<file path="src/rtl/vram_cmd_engine.sv">
// vram_cmd_engine: decodes captured EBI bus writes into colour RAM writes.
// A word is one of three things: a direct write, a pointer-based stream write
// with auto-increment, or a command that starts a hardware block fill.
// Define VRAM_FILL_EN to compile in the block-fill engine (LEN/CNT/COLOUR, FILL state).
// Without it, set-LEN and start-fill words are accepted and have no effect.
// In that build busy is constant 0, so overflow can never be set.
module vram_cmd_engine #(
    parameter int ADDR_W = 10,
    parameter int DATA_W = 12
) (
    input  logic              clk,
    input  logic              reset,
    input  logic [15:0]       bus_addr,
    input  logic [15:0]       bus_data,
    input  logic              bus_valid,
    output logic              wr_en,
    output logic [ADDR_W-1:0] wr_addr,
    output logic [DATA_W-1:0] wr_data,
    output logic              busy,
    output logic              overflow
);

    localparam logic [1:0] REG_PTR    = 2'd0;
    localparam logic [1:0] REG_STREAM = 2'd1;
`ifdef VRAM_FILL_EN
    localparam logic [1:0] REG_LEN    = 2'd2;
    localparam logic [1:0] REG_FILL   = 2'd3;
    localparam logic [ADDR_W:0] LEN_MAX  = {1'b1, {ADDR_W{1'b0}}};
    localparam logic [ADDR_W:0] CNT_LAST = {{ADDR_W{1'b0}}, 1'b1};

    typedef enum logic {IDLE, FILL} state_t;
    state_t state_reg, state_next;

    logic [ADDR_W:0]   len_reg, len_next;
    logic [ADDR_W:0]   cnt_reg, cnt_next;
    logic [DATA_W-1:0] colour_reg, colour_next;
    logic [ADDR_W:0]   len_sat;
`endif

    logic [ADDR_W-1:0] ptr_reg, ptr_next;
    logic              wr_en_reg, wr_en_next;
    logic [ADDR_W-1:0] wr_addr_reg, wr_addr_next;
    logic [DATA_W-1:0] wr_data_reg, wr_data_next;
    logic              busy_reg, busy_next;
    logic              overflow_reg, overflow_next;

    logic accept;
    logic is_direct;
    logic is_reg;
    logic unused_bits;

    // Many bus bits are don't-care for a given decode; fold them away.
    assign unused_bits = ^{bus_addr, bus_data};

    // busy_reg is exactly the "fill write in this cycle" flag, so it gates acceptance.
    assign accept    = bus_valid & ~busy_reg;
    assign is_direct = accept & (bus_addr[15:14] == 2'b00);
    assign is_reg    = accept & (bus_addr[15:14] == 2'b01);

`ifdef VRAM_FILL_EN
    // Lengths above a full RAM sweep are clamped to exactly one sweep.
    assign len_sat = (bus_data[ADDR_W:0] > LEN_MAX) ? LEN_MAX : bus_data[ADDR_W:0];
`endif

    // Next-state decode: bus word handling, fill sequencing and registered outputs.
    always_comb begin
        ptr_next      = ptr_reg;
        wr_en_next    = 1'b0;
        wr_addr_next  = wr_addr_reg;
        wr_data_next  = wr_data_reg;
        busy_next     = 1'b0;
        overflow_next = overflow_reg | (bus_valid & busy_reg);
`ifdef VRAM_FILL_EN
        state_next    = state_reg;
        len_next      = len_reg;
        cnt_next      = cnt_reg;
        colour_next   = colour_reg;
`endif
        if (is_direct) begin
            wr_en_next   = 1'b1;
            wr_addr_next = bus_addr[ADDR_W-1:0];
            wr_data_next = bus_data[DATA_W-1:0];
        end else if (is_reg) begin
            case (bus_addr[1:0])
                REG_PTR: begin
                    ptr_next      = bus_data[ADDR_W-1:0];
                    overflow_next = 1'b0;
                end
                REG_STREAM: begin
                    wr_en_next   = 1'b1;
                    wr_addr_next = ptr_reg;
                    wr_data_next = bus_data[DATA_W-1:0];
                    ptr_next     = ptr_reg + 1'b1;
                end
`ifdef VRAM_FILL_EN
                REG_LEN: begin
                    len_next = len_sat;
                end
                REG_FILL: begin
                    // The first fill word is issued on the start edge itself so the
                    // write burst lines up with direct-write latency.
                    if (len_reg != '0) begin
                        colour_next  = bus_data[DATA_W-1:0];
                        wr_en_next   = 1'b1;
                        wr_addr_next = ptr_reg;
                        wr_data_next = bus_data[DATA_W-1:0];
                        ptr_next     = ptr_reg + 1'b1;
                        busy_next    = 1'b1;
                        cnt_next     = len_reg - 1'b1;
                        if (len_reg != CNT_LAST) begin
                            state_next = FILL;
                        end
                    end
                end
`endif
                default: ;
            endcase
        end
`ifdef VRAM_FILL_EN
        // Remaining fill words; no bus word is accepted while these are emitted.
        if (state_reg == FILL) begin
            wr_en_next   = 1'b1;
            wr_addr_next = ptr_reg;
            wr_data_next = colour_reg;
            ptr_next     = ptr_reg + 1'b1;
            busy_next    = 1'b1;
            cnt_next     = cnt_reg - 1'b1;
            if (cnt_reg == CNT_LAST) begin
                state_next = IDLE;
            end
        end
`endif
    end

    // State and output registers; reset aborts any fill immediately.
    always_ff @(posedge clk or posedge reset) begin
        if (reset) begin
            ptr_reg      <= '0;
            wr_en_reg    <= 1'b0;
            wr_addr_reg  <= '0;
            wr_data_reg  <= '0;
            busy_reg     <= 1'b0;
            overflow_reg <= 1'b0;
`ifdef VRAM_FILL_EN
            state_reg    <= IDLE;
            len_reg      <= '0;
            cnt_reg      <= '0;
            colour_reg   <= '0;
`endif
        end else begin
            ptr_reg      <= ptr_next;
            wr_en_reg    <= wr_en_next;
            wr_addr_reg  <= wr_addr_next;
            wr_data_reg  <= wr_data_next;
            busy_reg     <= busy_next;
            overflow_reg <= overflow_next;
`ifdef VRAM_FILL_EN
            state_reg    <= state_next;
            len_reg      <= len_next;
            cnt_reg      <= cnt_next;
            colour_reg   <= colour_next;
`endif
        end
    end

    assign wr_en    = wr_en_reg;
    assign wr_addr  = wr_addr_reg;
    assign wr_data  = wr_data_reg;
    assign busy     = busy_reg;
    assign overflow = overflow_reg;

endmodule

</file>
<file path="config.mk">
export PLATFORM = sky130hd
export DESIGN_NAME = vram_cmd_engine
export DESIGN_NICKNAME = d
export VERILOG_FILES = /design/src/rtl/vram_cmd_engine.sv
export SDC_FILE = /design/constraint.sdc
export NUM_CORES = 1
export LEC_CHECK = 0
export ABC_AREA = 0
export ABC_CLOCK_PERIOD_IN_PS = 2440
export CORE_MARGIN = 8
export CORE_UTILIZATION = 40
export CTS_BUF_LIST = sky130_fd_sc_hd__clkbuf_8
export DETAILED_ROUTE_END_ITERATION = 16
export GPL_TIMING_DRIVEN = 0
export HOLD_SLACK_MARGIN = 0.02
export PLACE_DENSITY_LB_ADDON = 0.12
export SLEW_MARGIN = 40
export SYNTH_ARGS = -nofsm -noshare
export SYNTH_HDL_FRONTEND = slang
export SYNTH_SLANG_ARGS = --single-unit
</file>
<file path="constraint.sdc">
create_clock -name clk -period 2.44 [get_ports clk]
set_input_delay 0.488 -clock clk [delete_from_list [all_inputs] [get_ports clk]]
set_output_delay 0.488 -clock clk [all_outputs]
set_load 0.05 [all_outputs]
</file>
==> qor.txt, run 1 <==
root buf cell: clkbuf_8
Hold Vio Cnt, Final: 0
Top delay family on crit path: buffers and inverters
CTS tree: built
HPWL Detailed: 3079 um
slowest CP cell: clkdlybuf4s50_1
Fillers: 333
Largest stage delay, worst path: 810 ps
Final Skew: 4.600 ps
Synth Cell Area: 0.001645 mm^2
Starting Density: 41.43%
period utilization: 79.92%
Storage cell area: 825.8 um^2
final instance area: 0.002303 mm^2
CTS resizes: 0
Core ar.: 0.003971 mm^2
outcome: completed
Setup TNS Final: 0 ps
CP Max Fanout: 2
instance count of the mapped netlist: 145
number of vias per cell: 5.158
largest net degree at the start of global routing: 34
CTS Sinks: 33
CTS buffer count: 5
routability congestion estimate: 0.8437
LEAKAGE: 0.0009434 uW
worst-margin pin slew: 703.3 ps
clock period minus worst slack: 1950 ps
ant diodes: 0
Slew Limit Fails: 0
RSZ-0062 raised after global routing: false
Slew Limit Headroom: 53.04%
Crit Path Class: flop to output port
startpoint types: flop
initial antenna violation count: 0
most frequent cells in the layout: clkdlybuf4s50_1 (49), dfrtp_1 (33), a21oi_1 (19)
Yosys cell types: 34
max reg flops: 12
synthesized area per cell: 11.35 um^2
Critical Path End Type: output port
Global Route Usage Sum: 13.94%
Pre-antenna DRT Iters: 4
commonest non-fill, non-tap cell in the layout: clkdlybuf4s50_1
Synth-to-Final Area Change: 40.00%
DRT Wirelength: 4150 um
hold-fix buffer count after cts: 0
Max Cap Viol: 0
initial DRC count: 45
nets@finish: 238
total grt overflow: 0
routed via count: 1,305
clock slew at reported path FFs: 70 ps
CTS Buffer Depth: 2
clk_lat worst skew: 290 ps
#FFs+latches synth: 33
DRT antenna net count: 0
worst reg2reg setup slack: 1020 ps
multi-input logic area: 718.2 um^2
Ys Warns: 0
WP data arrival: 1460 ps
WL/cell: 16.40 um
Hold Path Class: flop to flop
die area: 0.006422 mm^2
register area share after synthesis: 50.19%
post-CTS setup buffers: 0
io pins: 60
Die Y-Extent: 80.14 um
sum of buffers and inverters on the critical path: 1
Final setup violation count: 0
first-pass GRT wire length: 6858 um
# port buffers: 49
share of cells above drive strength 1: 16.75%
vias in the first global route: 1,362
power per standard cell area: 860.9 mW/mm^2
Post-DP Area: 0.002202 mm^2
Max VDD drop: 0.3507 mV
Worst EP required: 1950 ps
Die W: 80.14 um
# DRC: 0
crit-path cells: clkdlybuf4s50_1
CTS H-tree lvls: 2
row count: 23
FMAX: 512.8 MHz
-- cells in the mapped netlist (all sizes together) --
library cell	number	area share, %
nor2	11	3.0
o21a	1	0.46
nand2b	2	1.2
o22ai	3	1.1
a2bb2oi	3	1.6
dfrtp	33	50
a21boi	3	1.4
and3	1	0.38
nand3	3	0.91
conb	1	0.23
nand2	8	1.8
o211ai	1	0.46
nor2b	2	0.76
mux2	12	10
inv	5	1.1
o21ai	5	1.5
o221ai	1	0.53
nor3b	1	0.76
and4	1	0.53
buf	9	5.0
o32ai	4	2.1
mux2i	9	5.5
a21oi	20	6.8
nand4	3	1.1
a22oi	1	0.46
clkbuf	1	0.23
ha	1	0.76
-- area by class of cell --
type | count | share of cell area (%)
flip-flops and latches | 33 | 35.85
multi-input cells | 98 | 31.18
repair buffers | 49 | 21.29
clock buffers | 7 | 4.183
plain buffers | 10 | 3.748
well taps | 50 | 2.716
inverters | 5 | 0.8148
clock inverters | 1 | 0.2173
-- where the power goes --
part	total, uW	internal [uW]	leakage, uW	switching (uW)
registers	764	664	0.000374	99.4
clock network	453	255	0.0000542	198
logic	767	306	0.000515	461
total	1980	1230	0.000943	758
-- stage by stage --
stage	setup WS [ps]	std cells	hold WS [ps]	utilization (%)	total power [uW]
after floorplan	876.9	146	525.2	-	1266
after global placement	205.1	245	489.2	55.45	1528
after detailed placement	208.8	245	493.6	55.45	1547
after CTS	457.0	253	511.5	58.00	2007
after global routing	409.1	253	517.6	58.00	2091
final	489.9	253	507.4	58.00	1983
-- metal layers --
layer  up-vias  global-route usage (%)  part of all wire, %
met1       610                   16.82                   44
li1        631                       -                    -
met4         0                   6.727                  1.8
met2        59                   20.53                   44
met5         -                       0                    0
met3         5                   6.362                   10
-- path summary, 6_finish.rpt --
kind | start | endpoint | cells after the start
min in group asynchronous | reset | wr_data[11] | 2
max in group asynchronous | reset | wr_addr[9] | 2
worst max-delay path | wr_data[1] | wr_data[1] | 1
worst min register to register | wr_data[10] | wr_data[10] | 1
worst min-delay path | wr_data[10] | wr_data[10] | 1
worst max register to register | ptr_reg[0] | ptr_reg[6] | 4
-- cell families (layout without fill, tap and decap cells) --
logic type	Yosys count	count (layout)	share of synthesized area, %
compound gates	42	42	16.43
fa+ha+maj	1	1	0.7603
buf+inv	15	72	6.388
flops	33	33	50.19
mux	21	21	15.51
other cells	1	2	0.2279
simple gates	32	32	10.49
Power figures use the tool's default switching activity.
==> run 2: changes to the inputs <==
- ABC_CLOCK_PERIOD_IN_PS: 2440 -> 1900
- clock period: 2.44 -> 1.9 ns (I/O delays scaled with it)
==> qor.txt, run 2 (synthesized netlist as in run 1, its figures left out) <==
Slew Limit Headroom: 53.08% (about the same)
share of cells above drive strength 1: 16.75% (unchanged)
clock slew at reported path FFs: 70 ps (about the same)
max reg flops: 12 (unchanged)
Slew Limit Fails: 0 (unchanged)
Critical Path End Type: output port
slowest CP cell: clkdlybuf4s50_1
Post-Layout Cell Count: 253 (unchanged)
Die W: 80.14 um (unchanged)
GR Layer Usage met2: 20.53% (unchanged)
routed via count: 1,305 (unchanged)
Final Skew: 4.600 ps (+0.00009000 ps)
vias in the first global route: 1,362 (unchanged)
# DRC: 0 (unchanged)
CTS Sinks: 33 (unchanged)
row count: 23 (unchanged)
die area: 0.006422 mm^2 (unchanged)
power per standard cell area: 1104 mW/mm^2 (+28%)
Crit Path Class: flop to output port
Max Cap Viol: 0 (unchanged)
largest net degree at the start of global routing: 34 (unchanged)
busiest grt layer: met2
Sw Pwr: 973.7 uW (+28%)
crit-path cells: clkdlybuf4s50_1
Max VDD drop: 0.4503 mV (+28%)
logic gate share of total power: 38.7% (about the same)
Starting Density: 41.43% (unchanged)
ant diodes: 0 (unchanged)
Synth-to-Final Area Change: 40.15%
# port buffers: 49 (unchanged)
worst reg2reg setup slack: 480 ps (-540 ps)
LEAKAGE: 0.0009531 uW (+1.0%)
power share of the clock group: 22.8% (about the same)
worst-margin pin slew: 702.8 ps (-0.5123 ps)
Switching Fraction: 38.24% (about the same)
sum of buffers and inverters on the critical path: 1 (unchanged)
root buf cell: clkbuf_8
WP data arrival: 1460 ps (about the same)
outcome: completed
io pins: 60 (unchanged)
final design utilization: 58.07% (+0.063 points)
HPWL Detailed: 3079 um (unchanged)
Hold Path Class: flop to flop
Pre-antenna DRT Iters: 4 (unchanged)
RSZ-0062 raised after global routing: false
Hold Vio Cnt, Final: 0 (unchanged)
Reg power frac: 38.5% (about the same)
first-pass GRT wire length: 6858 um (unchanged)
total grt overflow: 0 (unchanged)
internal power: 1573 uW (+28%)
number of vias per cell: 5.158 (unchanged)
period utilization: 96.95%
commonest non-fill, non-tap cell in the layout: clkdlybuf4s50_1
initial antenna violation count: 0 (unchanged)
Top delay family on crit path: buffers and inverters
Die Y-Extent: 80.14 um (unchanged)
Global Route Usage Sum: 13.94% (unchanged)
clk_lat worst skew: 290 ps (about the same)
DRT Wirelength: 4151 um (about the same)
initial DRC count: 45 (unchanged)
FMAX: 542.9 MHz
CTS H-tree lvls: 2 (unchanged)
routability congestion estimate: 0.8437 (unchanged)
post-CTS setup buffers: 0 (unchanged)
CTS tree: built
most frequent cells in the layout: clkdlybuf4s50_1 (48), dfrtp_1 (33), a21oi_1 (19)
WL/cell: 16.41 um (about the same)
clock period minus worst slack: 1842 ps
CTS Buffer Depth: 2 (unchanged)
CTS buffer count: 5 (unchanged)
post-placement cell count: 245 (unchanged)
met3 usage: 6.362% (unchanged)
Final setup violation count: 0 (unchanged)
Largest stage delay, worst path: 810 ps (about the same)
met1 Track Usage GR: 16.82% (unchanged)
nets@finish: 238 (unchanged)
startpoint types: flop
CP Max Fanout: 2 (unchanged)
Worst EP required: 1520 ps (-430 ps)
Core ar.: 0.003971 mm^2 (unchanged)
DRT antenna net count: 0 (unchanged)
-- run 2: cell types whose count changed in the layout (fill, tap and decap cells not counted), sizes merged --
cell	previous run	this run
clkdlybuf4s50	49	48
dlymetal6s2s	0	1
-- run 2: repair_timing --
| item | CTS | global route |
|---|---|---|
| hold buffers | 0 | 0 |
| resized for setup | 0 | 1 |
| endpoints found under the setup margin | 0 | 1 |
-- run 2: power by group through the flow --
stage / combinational [uW] / sequential, uW / clock (uW)
3_3_place_gp: 980 / 983 / 0
6_report: 985 / 981 / 581
4_1_cts: 997 / 981 / 600
5_1_grt: 1050 / 1000 / 632
3_5_place_dp: 994 / 992 / 0
2_1_floorplan: 302 / 1320 / 0
-- run 2: path summary, 6_finish.rpt --
| path | from | endpoint | depth (start not counted) |
|---|---|---|---|
| worst min-delay path | wr_data[10] | wr_data[10] | 1 |
| min in group asynchronous | reset | wr_data[11] | 2 |
| max in group asynchronous | reset | wr_addr[9] | 2 |
| worst max register to register | ptr_reg[0] | ptr_reg[6] | 4 |
| worst max-delay path | wr_data[1] | wr_data[1] | 1 |
| worst min register to register | wr_data[10] | wr_data[10] | 1 |
-- run 2: worst reg2reg max path: stages, from the launching register on --
cell     delay, ps
dfrtp_1        430
ha_1           230
nand4_1        220
o32ai_1        330
a21oi_1        100
-- run 2: metal layers --
layer  vias up  wire [um]
met1       610       1822
met5         -          0
met2        59       1829
met4         0         74
li1        631          -
met3         5        425
-- run 2: final cells by class --
type	instances	area, um^2
Timing Repair Buffer	49	493.0
Multi-Input combinational cell	98	718.2
Tap cell	50	62.56
Fill cell	333	1665
Buffer	10	86.33
Clock buffer	7	96.34
Sequential cell	33	825.8
Clock inverter	1	5.005
Inverter	5	18.77
-- run 2: stage by stage --
| step | setup slack [ps] | power [uW] | instance area, um^2 | setup TNS [ps] | hold slack, ps |
|---|---|---|---|---|---|
| after floorplan | 444.9 | 1626 | 1649 | 0 | 508.9 |
| after global placement | -226.9 | 1962 | 2202 | -3454 | 489.2 |
| after detailed placement | -223.2 | 1987 | 2202 | -3343 | 493.6 |
| after CTS | 24.96 | 2577 | 2303 | 0 | 511.5 |
| after global routing | 0.3766 | 2685 | 2306 | 0 | 517.6 |
| final | 57.95 | 2546 | 2306 | 0 | 507.4 |
==> variant 1 (settings of run 1) <==
Add a define of `VRAM_FILL_EN`.
--- a/src/rtl/vram_cmd_engine.sv
+++ b/src/rtl/vram_cmd_engine.sv
@@ -6,2 +6,4 @@
 // In that build busy is constant 0, so overflow can never be set.
+`define VRAM_FILL_EN
+
 module vram_cmd_engine #(
Formal check against the unedited RTL: not equivalent (Yosys sat finds a counterexample within 4 cycles, from zero or initial values and one cycle with reset high).
==> variant 1 against run 1 <==
Clock power grew 110%. Worst setup slack lost 380 ps. Cell area grew 110%. Critical path type is now primary input to register. Sequential cell count grew 37. Wire length grew to 2.6 times the old value. Synthesized area grew 140%. Power grew to 3.2 times the old value. Largest power group unchanged.
==> variant 1: results (changes against run 1) <==
* Sequential-to-total area share from yosys stat at 43.85% (was 50.19%)
* Synth Area in Compound Gates at 18.29% (was 16.43%)
* Hpwl dp at 7.750 mm (was 3.079 mm)
* R2r setup slk at 250 ps (was 1020 ps)
* Clock Latency Late Sink at 360 ps (was 290 ps)
* Post-synth cell types at 64 (was 34)
* Fillers at 942 (was 333)
* Met2 wire len at 5.034 mm (was 1.828 mm)
* Number of global-route vias before repair at 3,421 (was 1,362)
* Post-synthesis adder-cell area fraction at 1.879% (was 0.7605%)
* Reg2Reg Depth at 6 (was 4)
* Worst r2r src: len_reg[2] (was ptr_reg[0])
* Initial antenna violation count at 0 (unchanged)
* Critical Path End: wr_data[4] (was wr_data[1])
* Hold Path Class: primary input to async pin (was register to register)
* Fmax at 0.4297 GHz (was 0.5128 GHz)
* Area growth syn-to-layout at 23.46% (was 40.00%)
* XOR/XNOR share of the synthesized area at 1.754% (was 0%)
* Pre-antenna DRT Iters at 4 (unchanged)
* Post-synthesis mux area share at 10.93% (was 15.51%)
* M1 WL at 5.070 mm (was 1.821 mm)
* Worst-margin pin slew at 810.8 ps (was 703.3 ps)
* Layout cells sized above 1 at 17.43% (was 16.75%)
* Synth top area cells: dfrtp_1 44%, mux2_2 9.6%, nor3_1 3.3% (was dfrtp_1 50%, mux2_4 7.3%, a21oi_1 5.8%)
* Avg WL per Cell at 18.38 um (was 16.40 um)
* Met2 usage at 26.47% (was 20.53%)
* Most frequent cells after synthesis: 70 x dfrtp_1, 34 x mux2_2, 26 x nor3_1 (was 33 x dfrtp_1, 19 x a21oi_1, 10 x nor2_1)
* Worst vdd ir at 0.0008105 V (was 0.0003507 V)
* Met1 Use GR at 21.83% (was 16.82%)
* Via density at 5.557 (was 5.158)
* CTS root buf: clkbuf_8 (unchanged)
* CP startpoint: bus_addr[14] (was wr_data[1])
* Routed wl met3 at 642 um (was 426 um)
* Ant diodes at 0 (unchanged)
* Place WS at -421.9 ps (was 208.8 ps)
* Clock-pin slew on the worst setup and hold paths at 80 ps
* CP peak stage delay at 530 ps (was 810 ps)
* First DRT Iteration DRCs at 275 (was 45)
* CTS Buffer Depth at 2 (unchanged)
* Final Skew at 13.60 ps (was 4.600 ps)
* CTS H-tree depth at 3 (was 2)
* RR Endpoint: wr_addr[4] (was ptr_reg[6])
* Gpl congestion at 0.8254 (was 0.8437)
* Warnings from Yosys at 0 (unchanged)
* Largest net degree at the start of global routing at 56 (was 34)
* Critical path peak fanout at 10 (was 2)
* Global routing usage on met3 at 5.315% (was 6.362%)
* Slowest cell on the critical path: clkdlybuf4s50_1 (unchanged)
* Syn nets at 431
* P_leak at 0.001940 uW (was 0.0009434 uW)
* I/O Buffers at 50 (was 49)
* Outcome: complete, no violations (unchanged)
* Global-route usage over all layers at 17.01% (was 13.94%)
* Global-route wire length before repair at 17.82 mm (was 6.858 mm)
* Cts bufs inserted at 9 (was 5)
* DP Area at 4701 sq um (was 2202 sq um)
* Nets at 495 (was 238)
==> variant 1: changes by cell type after synthesis, moves of 14 or more <==
cell	change
inv_1	+14
nor3_1	+26
mux2_2	+30
clkbuf_1	+15
nand2_1	+15
dfrtp_1	+37
==> variant 1: kinds of logic after synthesis <==
| group | Yosys count |
|---|---|
| flip-flops | 70 |
| AO/OA/AOI/OAI | 93 |
| XOR/XNOR | 8 |
| multiplexers | 39 |
| buffers and inverters | 45 |
| adder cells (fa/ha/maj) | 6 |
| AND/OR/NAND/NOR | 129 |
==> variant 1: where the power goes <==
part	internal (uW)	switching (uW)	leakage, uW
Combinational	1340	1980	0.000984
Clock	475	483	0.0000972
Sequential	1660	406	0.000859
Total	3470	2870	0.00194
==> variant 1: worst min-delay path by stage <==
stage,from,to,slack (ps),depth (start not counted)
after CTS,reset,wr_data[8],410,2
after global placement,colour_reg[11],colour_reg[11],470,1
final,reset,colour_reg[1],420,2
after global routing,reset,wr_data[8],430,2
after detailed placement,colour_reg[11],colour_reg[11],480,1
after floorplan,colour_reg[11],colour_reg[11],460,1
==> variant 1: cell type report <==
class                           instances  area share, %
Buffer                                 26          2.790
Clock buffer                            9          2.511
Clock inverter                          7          1.522
Inverter                               19          1.547
Multi-Input combinational cell        275          41.73
Sequential cell                        70          35.51
Tap cell                              133          3.374
Timing Repair Buffer                   53          11.01
==> variant 1: what timing repair did <==
item,in CTS,in global routing
cloned,0,0
pin swaps,0,2
endpoints found under the hold margin,0,0
setup buffers,0,2
gates resized for setup,1,4
setup endpoints to repair,9,29
==> variant 1: metrics by stage <==
step	std cells	TNS (ps)
floorplan	390	0
global placement	573	-91070
detailed placement	574	-8644
CTS	590	0
global route	592	-109.8
finish	592	0
==> variant 2 (config.mk and constraints of run 1) <==
Without the edit above. Put one more register stage on the output `wr_addr`, cleared by the reset. The value now appears one clock later. The other outputs are not delayed to match.
--- a/src/rtl/vram_cmd_engine.sv
+++ b/src/rtl/vram_cmd_engine.sv
@@ -166,3 +166,9 @@
     assign wr_en    = wr_en_reg;
-    assign wr_addr  = wr_addr_reg;
+    always_ff @(posedge clk or posedge reset) begin
+        if (reset) begin
+            wr_addr <= '0;
+        end else begin
+            wr_addr <= wr_addr_reg;
+        end
+    end
     assign wr_data  = wr_data_reg;
Behaviour: not the same (a bounded check fails within 4 cycles, from zero or initial values and one cycle with reset high).
==> variant 2 against run 1 <==
Power up 9.2%. Worst setup slack about the same. Synthesized area up 14%. Wire length up 3.8%. Critical endpoint is now wr_data[9]. Sequential cell count up 10. Count of clock-buffer cells in the layout down 1. Cell area up 9.8%. Non-clock buffer count unchanged.
==> variant 2: results (changes against run 1) <==
* Register share of total power at 44.5% (was 38.5%)
* Worst-margin pin slew at 521.6 ps (was 703.3 ps)
* Layout cells sized above 1 at 18.14% (was 16.75%)
* Gpl congestion at 0.8606 (was 0.8437)
* Placed insts at 262 (was 245)
* P_leak at 0.001037 uW (was 0.0009434 uW)
* Place WS at 263.5 ps (was 208.8 ps)
* Clock Latency Late Sink at 290 ps (about the same)
* Comb pwr at 746 uW (was 767 uW)
* FFs w/ async S/R, synth at 100.0% (unchanged)
* Slowest cell on the critical path: clkdlybuf4s50_1 (unchanged)
* Routed wl met3 at 266 um (was 426 um)
* DP Area at 2442 sq um (was 2202 sq um)
* Largest net degree at the start of global routing at 44 (was 34)
* Avg WL per Cell at 16.01 um (was 16.40 um)
* Internal power at 1376 uW (was 1225 uW)
* Post_cts resized at 0 (unchanged)
* Post-synth cell types at 33 (was 34)
* Top_reg_cell synth: dfrtp_1 (unchanged)
* Syn Area/Cell at 11.89 sq um (was 11.35 sq um)
* M1 WL at 1.901 mm (was 1.821 mm)
* Worst vdd ir at 0.0003318 V (was 0.0003507 V)
* Most frequent cells after synthesis: 43 x dfrtp_1, 20 x a21oi_1, 12 x mux2_2, 12 x nand2_1 (was 33 x dfrtp_1, 19 x a21oi_1, 10 x nor2_1)
* Cts bufs inserted at 5 (unchanged)
* Sequential-to-total area share from yosys stat at 57.30% (was 50.19%)
* Global-route usage over all layers at 12.81% (was 13.94%)
* Number of global-route vias before repair at 1,400 (was 1,362)
* Hpwl dp at 3.259 mm (was 3.079 mm)
* Top sig layer: met4 (unchanged)
* CTS Buffer Depth at 2 (unchanged)
* CTS root buf: clkbuf_8 (unchanged)
* Core Util, Final at 54.65% (was 58.00%)
* Sw Share at 36.41% (was 38.23%)
* Initial antenna violation count at 0 (unchanged)
* Fillers at 412 (was 333)
* First DRT Iteration DRCs at 39 (was 45)
* Pre-antenna DRT Iters at 4 (unchanged)
* Final Skew at 4.067 ps (was 4.600 ps)
* WP data arrival at 1460 ps (about the same)
* Crit-path leading delay family: buffers and inverters (unchanged)
* Post-CTS Setup Bufs at 0 (unchanged)
* I/O Buffers at 49 (unchanged)
* Critical path peak fanout at 2 (unchanged)
* Met2 wire len at 2.096 mm (was 1.828 mm)
* Clock-pin slew on the worst setup and hold paths at 70 ps (about the same)
* Outcome: complete, no violations (unchanged)
* Global-route wire length before repair at 7.251 mm (was 6.858 mm)
* CP peak stage delay at 820 ps
* Via density at 5.193 (was 5.158)
* Hold Path Class: register to register (unchanged)
* Max reg flops at 20 (was 12)
* Synth top area cells: dfrtp_1 57%, mux2_2 7.2%, a21oi_1 5.3% (was dfrtp_1 50%, mux2_4 7.3%, a21oi_1 5.8%)
* Warnings from Yosys at 0 (unchanged)
* Final wirelength at 4.308 mm (was 4.150 mm)
* Nets at 251 (was 238)
## variant 2: cell count changes in the layout (fill, tap and decap cells not counted), moves of 3 or more
| cell | delta |
|---|---|
| a21boi_0 | -3 |
| mux2_4 | -8 |
| nand4_1 | -3 |
| nand2_1 | +4 |
| mux2_2 | +8 |
| dfrtp_1 | +10 |
## variant 2: worst register-to-register path, stage by stage (launching register included)
cell and delay, ps:
dfrtp_1 420, ha_1 210, nand3_1 170, or2_1 310, o32ai_1 290, a21oi_1 100
## variant 2: kinds of logic (layout without fill, tap and decap cells)
kind of cell	Yosys count	count (layout)	synth area share, %
AO/OA/AOI/OAI	42	42	14.39
adder cells (fa/ha/maj)	1	1	0.6661
buffers and inverters	13	69	4.264
flip-flops	43	43	57.30
multiplexers	21	21	11.99
other	1	2	0.1997
AND/OR/NAND/NOR	37	37	11.19
## variant 2: final cells by class
type                            count  share of cell area, %
Clock buffer                        6                  3.264
Timing Repair Buffer               49                  19.39
Clock inverter                      1                 0.1978
Inverter                            3                 0.5440
Sequential cell                    43                  42.53
Multi-Input combinational cell    103                  28.68
Tap cell                           54                  2.671
Buffer                             10                  2.720
## variant 2: worst paths after layout
path / cells after the start / endpoint / start / slack (ps)
setup / recovery: 1 / wr_data[9] / wr_data[9] / 490
hold / removal: 0 / wr_addr[2] / wr_addr_reg[2] / 380
setup reg to reg: 5 / ptr_reg[8] / ptr_reg[0] / 820
hold reg to reg: 0 / wr_addr[2] / wr_addr_reg[2] / 380
max in group asynchronous: 2 / ptr_reg[5] / reset / 1500
min in group asynchronous: 2 / wr_en / reset / 590
## variant 2: metal layers
metal | vias to the layer above | GRT usage [%]
li1 | 675 | -
met1 | 683 | 15.44
met2 | 34 | 20.90
met3 | 5 | 4.780
met4 | 0 | 3.398
met5 | - | 0
